$ cat config.mk
export PLATFORM = sky130hd
export DESIGN_NAME = param_fifo
export DESIGN_NICKNAME = d
export VERILOG_FILES = /design/src/rtl/param_fifo.sv
export SDC_FILE = /design/constraint.sdc
export NUM_CORES = 1
export LEC_CHECK = 0
export CAP_MARGIN = 20
export CORE_ASPECT_RATIO = 1.25
export CORE_UTILIZATION = 30
export DETAILED_ROUTE_END_ITERATION = 8
export DONT_BUFFER_PORTS = 1
export GPL_TIMING_DRIVEN = 0
export HOLD_SLACK_MARGIN = 0.1
export PLACE_DENSITY = 0.52
export SLEW_MARGIN = 20
export SYNTH_ARGS = -nofsm -noshare
export SYNTH_HDL_FRONTEND = slang
export SYNTH_SLANG_ARGS = --single-unit
$ cat constraint.sdc
create_clock -name clk -period 3.7 [get_ports clk]
set_clock_uncertainty 0.2 [all_clocks]
set_input_delay 1.11 -clock clk [delete_from_list [all_inputs] [get_ports clk]]
set_output_delay 1.11 -clock clk [all_outputs]
set_load 0.02 [all_outputs]
$ cat src/rtl/param_fifo.sv
// param_fifo: single-clock synchronous FIFO with registered read data, status flags and sticky error flags
module param_fifo #(
  parameter int DATA_WIDTH = 8,
  parameter int DEPTH      = 128,
  parameter int AF_THRESH  = 120,
  parameter int AE_THRESH  = 8
) (
  input  logic                       clk,
  input  logic                       n_rst,
  input  logic                       clear,
  input  logic                       w_en,
  input  logic [DATA_WIDTH-1:0]      data_in,
  input  logic                       r_en,
  output logic [DATA_WIDTH-1:0]      data_out,
  output logic [$clog2(DEPTH):0]     count,
  output logic                       full,
  output logic                       empty,
  output logic                       almost_full,
  output logic                       almost_empty,
  output logic                       overflow,
  output logic                       underflow
);
  localparam int AW = $clog2(DEPTH);
  localparam int CW = AW + 1;
  localparam logic [CW-1:0] FULL_CNT = CW'(DEPTH);
  localparam logic [CW-1:0] AF_CNT   = CW'(AF_THRESH);
  localparam logic [CW-1:0] AE_CNT   = CW'(AE_THRESH);

  logic [DATA_WIDTH-1:0] mem [DEPTH];
  logic [AW-1:0]         wr_ptr_q, wr_ptr_d, rd_ptr_q, rd_ptr_d;
  logic [CW-1:0]         count_q, count_d;
  logic [DATA_WIDTH-1:0] data_out_q, data_out_d;
  logic                  overflow_q, overflow_d, underflow_q, underflow_d;
  logic                  rd_acc, wr_acc;

  // Status flags come straight from the registered count so reset forces them immediately
  always_comb begin
    full         = count_q == FULL_CNT;
    empty        = count_q == '0;
    almost_full  = count_q >= AF_CNT;
    almost_empty = count_q <= AE_CNT;
    count        = count_q;
    data_out     = data_out_q;
    overflow     = overflow_q;
    underflow    = underflow_q;
  end

  // Accept logic and next-state: a write into a full FIFO is allowed when a read frees a slot the same edge
  always_comb begin
    rd_acc      = r_en && !empty && !clear;
    wr_acc      = w_en && (!full || rd_acc) && !clear;
    wr_ptr_d    = clear ? '0 : wr_acc ? wr_ptr_q + AW'(1) : wr_ptr_q;
    rd_ptr_d    = clear ? '0 : rd_acc ? rd_ptr_q + AW'(1) : rd_ptr_q;
    count_d     = clear ? '0 : (wr_acc && !rd_acc) ? count_q + CW'(1) :
                  (rd_acc && !wr_acc) ? count_q - CW'(1) : count_q;
    data_out_d  = rd_acc ? mem[rd_ptr_q] : data_out_q;
    overflow_d  = !clear && (overflow_q || (w_en && !wr_acc));
    underflow_d = !clear && (underflow_q || (r_en && !rd_acc));
  end

  // Control state with asynchronous reset; queued data is discarded by zeroing pointers and count
  always_ff @(posedge clk or negedge n_rst) begin
    if (!n_rst) begin
      wr_ptr_q    <= '0;
      rd_ptr_q    <= '0;
      count_q     <= '0;
      data_out_q  <= '0;
      overflow_q  <= 1'b0;
      underflow_q <= 1'b0;
    end else begin
      wr_ptr_q    <= wr_ptr_d;
      rd_ptr_q    <= rd_ptr_d;
      count_q     <= count_d;
      data_out_q  <= data_out_d;
      overflow_q  <= overflow_d;
      underflow_q <= underflow_d;
    end
  end

  // Storage array is never reset or cleared
  always_ff @(posedge clk) begin
    if (wr_acc) mem[wr_ptr_q] <= data_in;
  end
endmodule

==> key figures, run 1 <==
Floorplan
  – Core area: between 100000 and 150000 µm²
  – Die Area: approximately 140000 µm²
  – Chip Width: between 300 and 400 µm
  – Initial Util: 0.3031
  – Die H: between 400 and 500 µm
  – FP Rows: between 150 and 200
  – I/O pin count: 35

Global route
  – Largest net degree at the start of global routing: around 130
  – Overall Global Routing Usage: 0.1879
  – Total gr overflow: 0
  – Vias in the first global route: approximately 23000
  – Initial antenna violation count: 5
  – First-pass GRT wire length: 180700 µm

STA
  – RSZ-0062 raised after global routing: true
  – Max Clk Rate: 261.7 MHz
  – Max-slew headroom: 0.2404
  – Worst-Margin Slew: approximately 1.1 ns
  – Crit share post-route: 1.033
  – Fin. max-slew vios: 0
  – Final min period: 3.821 ns
  – Final hold viol count: 0
  – Post-route setup slack: -0.1208 ns
  – Setup violators final: 3
  – Setup_tns: -0.1760 ns

Route
  – Iter 0 DRT Violations: 2394
  – Vias/cell: about 5.3
  – Residual DRC: 0
  – Detailed Routing Iterations Pass 1: 5
  – Post-DRT Antenna Nets: 0
  – Wirelength per Cell: around 32 µm
  – Vias: 22110
  – WL final: between 100000 and 150000 µm

Worst hold path
  – WHS Endpoint: mem[1][7]$_DFFE_PP_
  – Hold_sp: data_in[7]
  – Worst hold path depth: 0
  – Hold WC Path Type: input port to flop

Final layout
  – Register area: between 30000 and 40000 µm²
  – Final core utilization: 0.3465
  – Fillcell total: between 10000 and 15000
  – Multi-input gate area in the final layout: about 9700 µm²
  – Layout cells sized above 1: 0.2332
  – # nets final: ~2300
  – Layout area overhead: 14.31%
  – Fin cells: approximately 4200

Job
  – Max cap viols: 0

Placed design
  – Detail Placement HPWL: 86150 µm
  – IO buf count: 0
  – Dpl ws: -1.228 ns
  – Global placement routability congestion: approximately 0.95
  – Placed cells: 3976

Logic synthesis
  – Top cell type's share of synthesized area: 0.7378
  – Post-synth EDFFs: between 1000 and 1500
  – Most frequent cell after synthesis: edfxtp_1
  – Syn Nets: 2150
  – Asr flop ratio synth: 0.03030
  – Synthesized area: between 40000 and 50000 µm²
  – Post-synth top area cell: edfxtp_1
  – Post-synth top cells: 1024 x edfxtp_1, 192 x mux4_2, 182 x nor2_1
  – Post-synth cell types: between 60 and 70
  – Number of synthesized register bits: 1056
  – Mapped Cells: 2128
  – Ranking of synthesized cells by area: edfxtp_1 74%, mux4_2 10%, mux2i_1 4.0%
  – Dominant synthesized flop cell: edfxtp_1
  – Sequential share of the synthesized area: 0.7570
  – Warnings from Yosys: 0
  – Post-Syn Area per Cell: about 20 µm²

Clock tree
  – Clock root buffer: clkbuf_16
  – Later-pin clock latency in the skew report: around 0.73 ns
  – Clk sinks: 1056
  – CTS Buffer Depth: 3
  – CTS H-tree lvls: 3
  – Total clock buffers created by CTS: ~100
  – CTS tree: built
  – Clock transition at path regs: around 0.06 ns

Outcome
  – Failing checks: setup timing
  – Status: finished with violations

Setup path
  – Crit end category: flop
  – CP max FO: 10
  – Worst reg2reg path depth: 8
  – R2R Path End: data_out[2]$_DFFE_PN0P_
  – Setup slack, reg-to-reg: -0.12 ns
  – Critical path launch point type: flop
  – Worst Path Arrival: between 4 and 5 ns
  – R2R Path Start: rd_ptr_q[2]$_DFFE_PN0P_
  – Crit path kind: flop to flop
  – Worst path required time: approximately 4.1 ns

Power
  – VDD IR max: approximately 0.00044 V
  – Design Power: between 0.02 and 0.03 W
  – Lkg Pwr: ~14 nW
  – Power Dens Cells: roughly 560 nW/µm²
==> placed cells by master, fill, tap and decap left out, drive strengths merged, types with 3 or more instances in the layout <==
cell type,Yosys,final
mux4,192,192
clkbuf,20,147
nor2b,21,21
clkinvlp,0,9
nand2,51,51
o31ai,3,3
xnor2,7,7
o211ai,14,14
a22oi,39,39
nand2b,5,5
ha,8,8
or3,3,3
nand4,7,7
clkinv,0,38
nor3,18,18
dfrtp,32,32
a31oi,9,9
o221ai,11,11
bufinv,0,11
nor2,183,183
nand3,20,20
xor2,5,5
a221oi,29,29
nand3b,4,4
mux2i,167,167
buf,89,90
o22ai,28,28
and3,5,5
a211oi,6,6
edfxtp,1024,1024
o21ai,31,31
mux2,5,5
a21oi,40,40
inv,15,16
and2,6,6
==> sequential cells by signal, indices dropped and copies added (netlist names) <==
signal,flops
count,8
data_out,8
mem,1024
overflow,1
rd_ptr_q,7
underflow,1
wr_ptr_q,7
==> routing by layer <==
layer  track usage  up-vias  share of wire
met1        0.2206    11910           0.37
li1              -     8942              -
met2        0.3218     1011           0.50
met3       0.03797      248          0.073
met5             0        -        0.00012
met4        0.1021        2          0.059
==> area by class of cell <==
cell class                      instances  share of cell area
Antenna cell                            1          0.00005253
Buffer                                109             0.01458
Clock buffer                          124             0.05502
Clock inverter                         59             0.01426
Inverter                               15            0.001182
Multi-Input combinational cell        948              0.2030
Sequential cell                      1056              0.6623
Tap cell                             1848             0.04854
Timing Repair Buffer                    5            0.001103
==> logic make-up (layout without fill, tap and decap cells) <==
| family | after synthesis | count (layout) | synth area share |
|---|---|---|---|
| fa+ha+maj | 9 | 9 | 0.002882 |
| other cells | 0 | 1 | 0 |
| compound gates | 232 | 232 | 0.03927 |
| flops | 1056 | 1056 | 0.7570 |
| xor+xnor | 12 | 12 | 0.002522 |
| mux | 364 | 364 | 0.1453 |
| buf+inv | 124 | 312 | 0.01732 |
| simple gates | 331 | 331 | 0.03567 |
==> stage by stage <==
stage	hold WS (ns)	instance area [µm²]
2_1_floorplan	0.3708	41680
3_3_place_gp	0.3945	43990
3_5_place_dp	0.4228	43990
4_1_cts	0.2604	47450
5_1_grt	0.2846	47640
6_report	0.3134	47640
==> power by group <==
group          total (W)  switching [W]  internal, W
Sequential        0.0135       0.000267       0.0132
Clock             0.0104        0.00460      0.00583
Combinational    0.00288        0.00179      0.00109
==> worst max-delay path by stage <==
stage	startpoint	endpoint	cells after the start	slack, ns
floorplan	clear	count[6]$_DFFE_PN0P_	10	0.28
global placement	clear	mem[79][0]$_DFFE_PP_	7	-1.15
detailed placement	clear	mem[79][0]$_DFFE_PP_	7	-1.23
CTS	count[3]$_DFFE_PN0P_	mem[50][0]$_DFFE_PP_	7	0.006
global route	count[3]$_DFFE_PN0P_	mem[112][6]$_DFFE_PP_	7	-0.08
finish	rd_ptr_q[2]$_DFFE_PN0P_	data_out[2]$_DFFE_PN0P_	8	-0.12
==> worst max-delay path: stages, from the launching register on <==
cell and delay, ns:
dfrtp_1 0.32, buf_4 0.16, buf_4 0.23, buf_2 0.49
buf_2 0.65, mux2i_1 0.67, o211ai_1 0.21, o32ai_1 0.53
a31oi_1 0.15
==> repair_timing <==
item | in CTS | in global routing
setup endpoints to repair | 848 | 495
pin swaps | 2 | 0
gates resized for setup | 43 | 64
buffers inserted | 2 | 0
hold buffers | 2 | 0
endpoints found under the hold margin | 32 | 0
(Power assumes the default switching activity.)
==> run 2: changes to the inputs <==
--- a/config.mk
+++ b/config.mk
@@ -6,12 +6,10 @@
 export NUM_CORES = 1
 export LEC_CHECK = 0
 export CAP_MARGIN = 20
-export CORE_ASPECT_RATIO = 1.25
+export CORE_ASPECT_RATIO = 0.6
 export CORE_UTILIZATION = 30
 export DETAILED_ROUTE_END_ITERATION = 8
-export DONT_BUFFER_PORTS = 1
 export GPL_TIMING_DRIVEN = 0
-export HOLD_SLACK_MARGIN = 0.1
 export PLACE_DENSITY = 0.52
 export SLEW_MARGIN = 20
 export SYNTH_ARGS = -nofsm -noshare
==> run 2 against run 1 <==
  * The run still ends with setup timing left
  * Utilization up 0.46 points
  * Fmax up 0.88%
  * Cell count about the same
  * Critical path depth shrank 1
  * Non-clock buffer count rose by 44
  * Flip-flop and latch count did not move
  * Routed wire length increased by 6.4%
  * Sequential power hardly changed
  * Critical path type is now input port to flop
  * Largest cell class unchanged
==> key figures, run 2 (synthesis results as in run 1) <==
Outcome
  – Status: finished with violations
  – Failing checks: setup timing

Final layout
  – Layout area overhead: 15.65%
  – Fillcell total: 12640
  – Largest reg by FF count: mem
  – # nets final: around 2300
  – Most frequent cells in the layout: 1024 x edfxtp_1, 192 x mux4_2, 161 x mux2i_1
  – Multi-input gate area in the final layout: around 10000 µm²
  – Layout cells sized above 1: 0.2483
  – Commonest non-fill, non-tap cell in the layout: edfxtp_1
  – Register area: ~32000 µm²
  – Fin cells: 4161
  – Largest register FFs: 1024

Clock tree
  – CTS tree: built
  – Clk sinks: between 1000 and 1500
  – Total clock buffers created by CTS: 91
  – Clock root buffer: clkbuf_16
  – CTS H-tree lvls: 3
  – Clock transition at path regs: approximately 0.070 ns
  – Later-pin clock latency in the skew report: about 0.71 ns
  – CTS Buffer Depth: 3

Setup path
  – Critical path launch point type: input port
  – Crit path kind: input port to flop
  – Worst Path Arrival: 3.90 ns
  – Crit end category: flop
  – CP max FO: 8
  – Worst path required time: approximately 3.8 ns

STA
  – Final hold slack: approximately 0.094 ns
  – RSZ-0062 raised after global routing: true
  – Worst-Margin Slew: about 1.2 ns
  – Post-route setup slack: -0.08743 ns
  – Crit share post-route: 1.024
  – Final hold viol count: 0
  – Setup violators final: 159
  – Max Clk Rate: around 260 MHz
  – Final min period: 3.787 ns
  – Fin. max-slew vios: 0
  – Max-slew headroom: 0.1990

Route
  – Wirelength per Cell: 33.84 µm
  – Vias/cell: approximately 5.6
  – Vias: around 23000
  – Detailed Routing Iterations Pass 1: 6
  – Iter 0 DRT Violations: 3713
  – WL final: roughly 140000 µm
  – Residual DRC: 0
  – Post-DRT Antenna Nets: 0

Global route
  – Overall Global Routing Usage: 0.1975
  – Total gr overflow: 0
  – Initial antenna violation count: 10
  – Largest net degree at the start of global routing: 100
  – Vias in the first global route: approximately 22000
  – First-pass GRT wire length: 189200 µm

Floorplan
  – Die H: 290.7 µm
  – Die Area: 140500 µm²
  – Core area: about 140000 µm²
  – FP Rows: ~110
  – Chip Width: between 400 and 500 µm
  – I/O pin count: 35
  – Initial Util: 0.3036

Job
  – Max cap viols: 0

Placed design
  – IO buf count: 34
  – Detail Placement HPWL: approximately 97000 µm
  – Placed cells: ~4000
  – Global placement routability congestion: 0.9871
  – Dpl ws: -1.499 ns

Power
  – Power Dens Cells: 548.4 nW/µm²
  – VDD IR max: roughly 0.00041 V
  – Lkg Pwr: 14.22 nW

Worst hold path
  – Hold WC Path Type: input port to async pin
[run 2: cell count changes in the layout (fill, tap and decap cells not counted), moves of 8 or more]
cell | previous run | this run
nor2_4 | 4 | 63
nor2_2 | 72 | 40
nor2_1 | 107 | 80
clkdlybuf4s50_1 | 0 | 22
buf_16 | 0 | 8
buf_6 | 15 | 23
[run 2: area by class of cell]
class	count	share of cell area
Tap cell	1819	0.04722
Inverter	15	0.001168
Clock buffer	110	0.05005
Clock inverter	53	0.008800
Buffer	109	0.01451
Antenna cell	2	0.0001038
Sequential cell	1056	0.6546
Timing Repair Buffer	49	0.01384
Multi-Input combinational cell	948	0.2097
[run 2: where the power goes]
| part | internal [W] | total (W) | leakage, nW | switching, W |
|---|---|---|---|---|
| registers | 0.0132 | 0.0134 | 9.61 | 0.000171 |
| logic | 0.00128 | 0.00354 | 3.23 | 0.00226 |
| clock network | 0.00502 | 0.00953 | 1.37 | 0.00451 |
[run 2: path summary, 6_finish.rpt]
path	to	slack, ns	cells past startpoint	from
worst max-delay path	mem[32][3]$_DFFE_PP_	-0.09	7	w_en
worst min-delay path	count[2]$_DFFE_PN0P_	0.09	1	n_rst
worst max register to register	data_out[7]$_DFFE_PN0P_	-0.08	8	rd_ptr_q[1]$_DFFE_PN0P_
worst min register to register	overflow$_DFF_PN0_	0.32	2	overflow$_DFF_PN0_
max in group asynchronous	data_out[6]$_DFFE_PN0P_	2.73	2	n_rst
min in group clk	overflow$_DFF_PN0_	0.32	2	overflow$_DFF_PN0_
[run 2: worst max-delay path, cell delays in order]
cell and delay (ns):
clkdlybuf4s50_1 0.55, inv_1 0.12, nor2_1 0.16, o21ai_0 0.27
nor2_2 0.36, nand2_2 0.37, nor2_1 0.94
[run 2: repair_timing]
item	4_1_cts	5_1_grt
hold buffers	0	0
endpoints found under the setup margin	838	802
resized for setup	143	76
pin swaps	0	4
setup buffers	0	5
[run 2: per-layer routing]
metal,routed length (µm),up-vias,global-route usage
li1,-,9028,-
met5,13,-,0
met3,19430,182,0.07719
met1,63540,12500,0.3023
met2,54850,1487,0.2553
met4,2968,2,0.04839
[run 2: stage by stage]
step	instance area (µm²)	util	TNS, ns	power (W)
5_1_grt	48200	0.3511	-18.58	0.02708
3_3_place_gp	44290	0.3226	-3573.53	0.01698
3_5_place_dp	44550	0.3245	-1062.63	0.01700
6_report	48200	0.3511	-6.335	0.02643
2_1_floorplan	41680	-	0	0.01537
4_1_cts	47810	0.3483	-28.80	0.02641
==> run 3: changes to the inputs <==
--- a/config.mk
+++ b/config.mk
@@ -5,7 +5,7 @@
 export SDC_FILE = /design/constraint.sdc
 export NUM_CORES = 1
 export LEC_CHECK = 0
-export CAP_MARGIN = 20
+export CAP_MARGIN = 15
 export CORE_ASPECT_RATIO = 0.6
 export CORE_UTILIZATION = 30
 export DETAILED_ROUTE_END_ITERATION = 8
==> results of run 3 <==
No change in the layout: final DEF, timing and power equal those of run 2.
